[src/rtl/stream_transpose_buf_if.sv]
// nasti stream channel: one beat per valid/ready handshake, with the usual
// keep/strb/last/id/dest/user sideband.
interface nasti_stream_channel #(
    parameter int DATA_WIDTH = 128,
    parameter int ID_WIDTH   = 4,
    parameter int DEST_WIDTH = 4,
    parameter int USER_WIDTH = 4
);
    localparam int STRB_WIDTH = (DATA_WIDTH + 7) / 8;

    logic                  t_valid;
    logic                  t_ready;
    logic [DATA_WIDTH-1:0] t_data;
    logic [STRB_WIDTH-1:0] t_strb;
    logic [STRB_WIDTH-1:0] t_keep;
    logic                  t_last;
    logic [ID_WIDTH-1:0]   t_id;
    logic [DEST_WIDTH-1:0] t_dest;
    logic [USER_WIDTH-1:0] t_user;

    modport master (
        output t_valid, t_data, t_strb, t_keep, t_last, t_id, t_dest, t_user,
        input  t_ready
    );

    modport slave (
        input  t_valid, t_data, t_strb, t_keep, t_last, t_id, t_dest, t_user,
        output t_ready
    );
endinterface

[src/rtl/stream_transpose_buf.sv]
// Registered N x N transpose: rows in, columns out, through two ping-pong register banks.
// Define STREAM_TRANSPOSE_LAST_CHECK_EN to add input t_last framing check and the sticky err port.
module stream_transpose_buf #(
    parameter int COEF_WIDTH = 16,
    parameter int N          = 8,
    parameter int DATA_WIDTH = 128,
    parameter int ID_WIDTH   = 4,
    parameter int DEST_WIDTH = 4,
    parameter int USER_WIDTH = 4
) (
    input  logic                aclk,
    input  logic                areset,
    nasti_stream_channel.slave  in_ch,
    nasti_stream_channel.master out_ch
`ifdef STREAM_TRANSPOSE_LAST_CHECK_EN
    ,
    output logic                err
`endif
);
    localparam int IDX_W = (N > 1) ? $clog2(N) : 1;
    localparam logic [IDX_W-1:0] LAST_IDX = IDX_W'(N - 1);

    logic [COEF_WIDTH-1:0] bank_mem [2][N][N];
    logic [ID_WIDTH-1:0]   id_mem   [2];
    logic [DEST_WIDTH-1:0] dest_mem [2];
    logic [USER_WIDTH-1:0] user_mem [2];

    logic             wr_sel_reg;
    logic             rd_sel_reg;
    logic [IDX_W-1:0] wr_row_reg;
    logic [IDX_W-1:0] rd_col_reg;
    logic [1:0]       full_reg;

    logic in_fire;
    logic out_fire;
    logic wr_done;
    logic rd_done;

    logic [COEF_WIDTH-1:0] row_lane [N];
    logic [COEF_WIDTH-1:0] col_lane [N];
    logic [DATA_WIDTH-1:0] out_data;

    assign in_ch.t_ready = !full_reg[wr_sel_reg] && !areset;
    assign in_fire       = in_ch.t_valid && in_ch.t_ready;
    assign out_fire      = out_ch.t_valid && out_ch.t_ready;
    assign rd_done       = out_fire && (rd_col_reg == LAST_IDX);

`ifdef STREAM_TRANSPOSE_LAST_CHECK_EN
    // An early t_last closes the bank so the next beat starts a fresh block.
    assign wr_done = in_fire && ((wr_row_reg == LAST_IDX) || in_ch.t_last);
`else
    assign wr_done = in_fire && (wr_row_reg == LAST_IDX);
`endif

    // Lane slicing on both sides; the read mux is a plain select off registers.
    genvar gi;
    generate
        for (gi = 0; gi < N; gi++) begin : g_lane
            assign row_lane[gi] = in_ch.t_data[gi*COEF_WIDTH +: COEF_WIDTH];
            assign col_lane[gi] = bank_mem[rd_sel_reg][gi][rd_col_reg];
        end
    endgenerate

    always_comb begin
        out_data = '0;
        for (int i = 0; i < N; i++) begin
            out_data[i*COEF_WIDTH +: COEF_WIDTH] = col_lane[i];
        end
    end

    // Bank contents and sideband carry no reset; the full flags gate their use.
    always_ff @(posedge aclk) begin
        if (in_fire) begin
            for (int j = 0; j < N; j++) begin
                bank_mem[wr_sel_reg][wr_row_reg][j] <= row_lane[j];
            end
            if (wr_row_reg == '0) begin
                id_mem[wr_sel_reg]   <= in_ch.t_id;
                dest_mem[wr_sel_reg] <= in_ch.t_dest;
                user_mem[wr_sel_reg] <= in_ch.t_user;
            end
        end
    end

    always_ff @(posedge aclk) begin
        if (areset) begin
            wr_sel_reg <= 1'b0;
            rd_sel_reg <= 1'b0;
            wr_row_reg <= '0;
            rd_col_reg <= '0;
            full_reg   <= 2'b00;
        end else begin
            if (in_fire) begin
                if (wr_done) begin
                    wr_sel_reg <= !wr_sel_reg;
                    wr_row_reg <= '0;
                end else begin
                    wr_row_reg <= wr_row_reg + 1'b1;
                end
            end
            if (out_fire) begin
                if (rd_done) begin
                    rd_sel_reg <= !rd_sel_reg;
                    rd_col_reg <= '0;
                end else begin
                    rd_col_reg <= rd_col_reg + 1'b1;
                end
            end
            // The interlock keeps write and read on different banks, so both may land at once.
            for (int b = 0; b < 2; b++) begin
                if (wr_done && (wr_sel_reg == 1'(b))) begin
                    full_reg[b] <= 1'b1;
                end else if (rd_done && (rd_sel_reg == 1'(b))) begin
                    full_reg[b] <= 1'b0;
                end
            end
        end
    end

    assign out_ch.t_valid = full_reg[rd_sel_reg] && !areset;
    assign out_ch.t_last  = (rd_col_reg == LAST_IDX) && !areset;
    assign out_ch.t_data  = out_data;
    assign out_ch.t_keep  = '1;
    assign out_ch.t_strb  = '1;
    assign out_ch.t_id    = id_mem[rd_sel_reg];
    assign out_ch.t_dest  = dest_mem[rd_sel_reg];
    assign out_ch.t_user  = user_mem[rd_sel_reg];

`ifdef STREAM_TRANSPOSE_LAST_CHECK_EN
    logic err_reg;

    always_ff @(posedge aclk) begin
        if (areset) begin
            err_reg <= 1'b0;
        end else if (in_fire && (in_ch.t_last != (wr_row_reg == LAST_IDX))) begin
            err_reg <= 1'b1;
        end
    end

    assign err = err_reg;
`endif

    // Input keep/strb (and t_last unless checked) plus any t_data bits above the lanes are don't-care.
    logic unused_in_bits;
    assign unused_in_bits = ^{in_ch.t_keep, in_ch.t_strb, in_ch.t_last, in_ch.t_data};
endmodule

[src/flat_wrapper.sv]
// flat-port wrapper written by rule: the top's interface ports become plain ports
module stream_transpose_buf_flat 
#(
    parameter int COEF_WIDTH = 16,
    parameter int N          = 8,
    parameter int DATA_WIDTH = 128,
    parameter int ID_WIDTH   = 4,
    parameter int DEST_WIDTH = 4,
    parameter int USER_WIDTH = 4
)
  (aclk, areset, in_ch_t_valid, in_ch_t_data, in_ch_t_strb, in_ch_t_keep, in_ch_t_last, in_ch_t_id, in_ch_t_dest, in_ch_t_user, in_ch_t_ready, out_ch_t_valid, out_ch_t_data, out_ch_t_strb, out_ch_t_keep, out_ch_t_last, out_ch_t_id, out_ch_t_dest, out_ch_t_user, out_ch_t_ready);
  nasti_stream_channel #(.DATA_WIDTH(DATA_WIDTH), .ID_WIDTH(ID_WIDTH), .DEST_WIDTH(DEST_WIDTH), .USER_WIDTH(USER_WIDTH)) in_ch_i ();
  nasti_stream_channel #(.DATA_WIDTH(DATA_WIDTH), .ID_WIDTH(ID_WIDTH), .DEST_WIDTH(DEST_WIDTH), .USER_WIDTH(USER_WIDTH)) out_ch_i ();
  input  logic aclk;
  input  logic areset;
  input wire logic [$bits(in_ch_i.t_valid)-1:0] in_ch_t_valid;
  input wire logic [$bits(in_ch_i.t_data)-1:0] in_ch_t_data;
  input wire logic [$bits(in_ch_i.t_strb)-1:0] in_ch_t_strb;
  input wire logic [$bits(in_ch_i.t_keep)-1:0] in_ch_t_keep;
  input wire logic [$bits(in_ch_i.t_last)-1:0] in_ch_t_last;
  input wire logic [$bits(in_ch_i.t_id)-1:0] in_ch_t_id;
  input wire logic [$bits(in_ch_i.t_dest)-1:0] in_ch_t_dest;
  input wire logic [$bits(in_ch_i.t_user)-1:0] in_ch_t_user;
  output wire logic [$bits(in_ch_i.t_ready)-1:0] in_ch_t_ready;
  output wire logic [$bits(out_ch_i.t_valid)-1:0] out_ch_t_valid;
  output wire logic [$bits(out_ch_i.t_data)-1:0] out_ch_t_data;
  output wire logic [$bits(out_ch_i.t_strb)-1:0] out_ch_t_strb;
  output wire logic [$bits(out_ch_i.t_keep)-1:0] out_ch_t_keep;
  output wire logic [$bits(out_ch_i.t_last)-1:0] out_ch_t_last;
  output wire logic [$bits(out_ch_i.t_id)-1:0] out_ch_t_id;
  output wire logic [$bits(out_ch_i.t_dest)-1:0] out_ch_t_dest;
  output wire logic [$bits(out_ch_i.t_user)-1:0] out_ch_t_user;
  input wire logic [$bits(out_ch_i.t_ready)-1:0] out_ch_t_ready;
  assign in_ch_i.t_valid = in_ch_t_valid;
  assign in_ch_i.t_data = in_ch_t_data;
  assign in_ch_i.t_strb = in_ch_t_strb;
  assign in_ch_i.t_keep = in_ch_t_keep;
  assign in_ch_i.t_last = in_ch_t_last;
  assign in_ch_i.t_id = in_ch_t_id;
  assign in_ch_i.t_dest = in_ch_t_dest;
  assign in_ch_i.t_user = in_ch_t_user;
  assign in_ch_t_ready = in_ch_i.t_ready;
  assign out_ch_t_valid = out_ch_i.t_valid;
  assign out_ch_t_data = out_ch_i.t_data;
  assign out_ch_t_strb = out_ch_i.t_strb;
  assign out_ch_t_keep = out_ch_i.t_keep;
  assign out_ch_t_last = out_ch_i.t_last;
  assign out_ch_t_id = out_ch_i.t_id;
  assign out_ch_t_dest = out_ch_i.t_dest;
  assign out_ch_t_user = out_ch_i.t_user;
  assign out_ch_i.t_ready = out_ch_t_ready;
  stream_transpose_buf #(.COEF_WIDTH(COEF_WIDTH), .N(N), .DATA_WIDTH(DATA_WIDTH), .ID_WIDTH(ID_WIDTH), .DEST_WIDTH(DEST_WIDTH), .USER_WIDTH(USER_WIDTH)) u_core (.aclk(aclk), .areset(areset), .in_ch(in_ch_i), .out_ch(out_ch_i));
endmodule
[config.mk]
export PLATFORM = sky130hd
export DESIGN_NAME = stream_transpose_buf_flat
export DESIGN_NICKNAME = d
export VERILOG_FILES = /design/src/rtl/stream_transpose_buf_if.sv /design/src/rtl/stream_transpose_buf.sv /design/src/flat_wrapper.sv
export SDC_FILE = /design/constraint.sdc
export NUM_CORES = 2
export LEC_CHECK = 0
export CORE_MARGIN = 10
export CORE_UTILIZATION = 45
export CTS_CLUSTER_SIZE = 12
export DETAILED_ROUTE_END_ITERATION = 16
export GPL_TIMING_DRIVEN = 0
export PLACE_DENSITY = 0.63
export SLEW_MARGIN = 40
export SYNTH_ARGS = -nofsm -noshare
export SYNTH_HDL_FRONTEND = slang
export SYNTH_SLANG_ARGS = --single-unit
export TNS_END_PERCENT = 5
[constraint.sdc]
create_clock -name aclk -period 15.9 [get_ports aclk]
set_clock_uncertainty 0.1 [all_clocks]
set_input_delay 3.975 -clock aclk [delete_from_list [all_inputs] [get_ports aclk]]
set_output_delay 3.975 -clock aclk [all_outputs]
set_load 0.03 [all_outputs]
==> run_results.csv <==
group,metric,value,unit
power,powerDensity,109.6,mW/mm²
power,p_leak,37.76,nW
global_routing,grt_usage,0.3315,
sta,post-route-period-util,0.6345,
power,ir_drop,0.0001465,V
floorplanning,die_w,462.3,µm
yosys,ys_seq_elements,2083,
floorplanning,design.die.area,0.2137,mm²
yosys,postSynthCellCount,4878,
placement,io_buffers,174,
yosys,async_reset_ff_frac,0,
setup_path,crit_path_start_kind,"input port",
drt,drt-total-wl,361000,µm
final_layout,largest_reg_flops,2048,
clock_network,htree_levels,4,
setup_path,cp_data_arrival_time,6.01,ns
floorplanning,start_util,0.4519,
setup_path,cpMaxStageDelayCell,"clkdlybuf4s50_1",
sta,min_period,10.09,ns
clock_network,cts.clk_slew.worst_paths,0.06,ns
floorplanning,rows,162,
clock_network,cts_buffers,212,
clock_network,cts_root_buffer,"clkbuf_16",
yosys,ys_types,36,
drt,vias_per_cell,6.752,
setup_path,slowest_delay,0.62,ns
final_layout,fin_nets,5727,
setup_path,worstPathMaxFanout,10,
yosys,synth_area,0.08803,mm²
final_layout,area_growth,18.84,%
setup_path,critPathRequiredTime,11.82,ns
setup_path,critPathBufInv,4,
worst_hold_path,min-delay-path-class,"reg2reg",
drt,ant_nets,0,
sta,timing.final.max_slew_violations,0,
setup_path,crit_top_cell,"clkdlybuf4s50_1",
yosys,synth-edff-count,2072,
floorplanning,core-area,0.1948,mm²
floorplanning,ios,352,
yosys,synthFlopType,"edfxtp_1",
global_routing,grt_overflow,0,
clock_network,cts_tree,"done",
yosys,yosysSeqAreaShare,0.7093,
final_layout,layoutNonFillerInstCount,8372,
final_layout,regMostFlops,"u_core.bank_mem",
run_status,status,"completed",
sta,slew_headroom,0.3529,
placement,place_inst,7954,
global_routing,grt_pass1_vias,53740,
clock_network,ctsResizeCount,0,
sta,rsz0062_at_grt,"false",
global_routing,grt_max_degree,41,
sta,max_freq,99.12,MHz
sta,worst_slack,5.811,ns
sta,finalHoldWorstSlack,0.4029,ns
final_layout,fillerInstances,15240,
setup_path,crit_path_cell_trace,"clkdlybuf4s50_1 > buf_2 > clkbuf_1 > a21oi_1 > clkdlybuf4s50_1",
setup_path,cp_top_family,"buffers and inverters",
placement,dpl.hpwl,254800,µm
drt,drtIter0Drc,11180,
setup_path,crit_path_end_kind,"primary output",
final_layout,utilization,0.5371,
power,finalPower,0.01147,W
clock_network,cts.sinks,2083,
clock_network,hold_buffers,0,
placement,place_congestion,0.9142,
drt,wl_per_cell,43.12,µm
sta,finalSetupViolations,0,
drt,firstDrtPassIters,8,
yosys,syn_avg_cell_area,18.05,µm²
clock_network,clock_path_buffers,3,
global_routing,antenna_found_initial,55,
final_layout,final_common_cell,"edfxtp_1",
sta,finalHoldViolCount,0,
drt,vias,56530,
clock_network,cts_setup_buffers,0,
global_routing,grt_first_pass_wirelength,474400,µm
sta,tightestPinTransition,0.9707,ns
placement,dpl_worst_slack,5.825,ns
setup_path,critPathKind,"in2out",
flow_run,maxCapViolations,0,
floorplanning,die_h,462.3,µm
clock_network,insertion_delay,0.87,ns
final_layout,drive_gt1_frac,0.2485,
yosys,yosysWarningCount,0,
final_layout,final_cell_mix,"edfxtp_1, a21o_1, mux4_2",
drt,route.detailed.drc,0,
[routing by layer]
| layer | part of all wire | GRT usage |
|---|---|---|
| met1 | 0.33 | 0.4114 |
| met4 | 0.090 | 0.2448 |
| met3 | 0.15 | 0.1227 |
| met2 | 0.43 | 0.4744 |
| met5 | 0.0013 | 0.007356 |
[cell usage after synthesis (3+ instances only)]
master | count | area, µm²
buf_4 | 71 | 533.0
nand2_1 | 125 | 469.2
nand3_1 | 25 | 125.1
nor3_1 | 4 | 20.02
edfxtp_1 | 2072 | 62220
inv_1 | 5 | 18.77
mux2i_1 | 177 | 1772
dfxtp_1 | 11 | 220.2
and2_1 | 11 | 68.82
nand2b_1 | 5 | 31.28
nor4b_4 | 4 | 95.09
mux2_2 | 12 | 135.1
a21oi_1 | 34 | 170.2
mux4_2 | 435 | 9797
a22oi_1 | 233 | 1749
ha_1 | 5 | 62.56
a211oi_1 | 16 | 120.1
nor2_1 | 29 | 108.9
o22ai_1 | 32 | 200.2
clkbuf_1 | 243 | 912.1
nand3b_1 | 4 | 30.03
a21o_1 | 896 | 6726
nor4_4 | 3 | 63.81
buf_1 | 120 | 450.4
buf_2 | 113 | 565.5
nor2b_1 | 156 | 975.9
buf_6 | 28 | 315.3
[cells by family (layout without fill, tap and decap cells)]
logic type | Yosys count | in the layout | synth area share
compound gates | 1212 | 1212 | 0.1019
fa+ha+maj | 5 | 5 | 0.0007107
buf+inv | 580 | 1370 | 0.03175
flops | 2083 | 2083 | 0.7093
mux | 625 | 625 | 0.1331
other cells | 1 | 81 | 0.00004260
simple gates | 372 | 372 | 0.02313
[report_power, final]
part | total, W | internal (W) | switching, W
Clock | 0.00472 | 0.00256 | 0.00217
Combinational | 0.000658 | 0.000213 | 0.000446
Sequential | 0.00608 | 0.00608 | 0.00000627
Total | 0.0115 | 0.00885 | 0.00262
[worst register-to-register path: stages, from the launching register on]
cell and delay [ns]:
dfxtp_1 0.44, mux2i_1 0.28, nand3_1 0.36, nor3_2 0.56, buf_4 0.25, buf_4 0.18
buf_6 0.15, buf_2 0.23, buf_4 0.20, buf_4 0.20, buf_2 0.28, buf_4 0.23
buf_4 0.17, buf_4 0.18, buf_4 0.19, buf_2 0.25, buf_4 0.20
[layout make-up]
type,instances,area (µm²),area share
Sequential cell,2083,62440,0.5968
Multi-Input combinational cell,2246,23010,0.2200
Timing Repair Buffer,422,6342,0.06062
Clock buffer,285,5619,0.05371
Tap cell,2624,3283,0.03138
Buffer,575,3038,0.02904
Clock inverter,83,742.0,0.007092
Antenna cell,49,122.6,0.001172
Inverter,5,18.77,0.0001794
[per-stage QoR]
stage,cell area [µm²],setup TNS (ns)
global route,104500,0
detailed placement,98110,0
CTS,104500,0
global placement,93170,-1993.43
finish,104600,0
floorplan,88140,0
[final timing paths]
kind / startpoint / endpoint / slack (ns) / cells after the start
setup reg to reg: u_core.wr_sel_reg$_SDFFE_PP0P_ / u_core.bank_mem[0][372]$_DFFE_PP_ / 11.18 / 16
hold / removal: u_core.rd_sel_reg$_SDFFE_PP0P_ / u_core.rd_sel_reg$_SDFFE_PP0P_ / 0.40 / 1
hold reg to reg: u_core.rd_sel_reg$_SDFFE_PP0P_ / u_core.rd_sel_reg$_SDFFE_PP0P_ / 0.40 / 1
setup / recovery: areset / out_ch_t_valid / 5.81 / 5
Power figures use the tool's default switching activity.
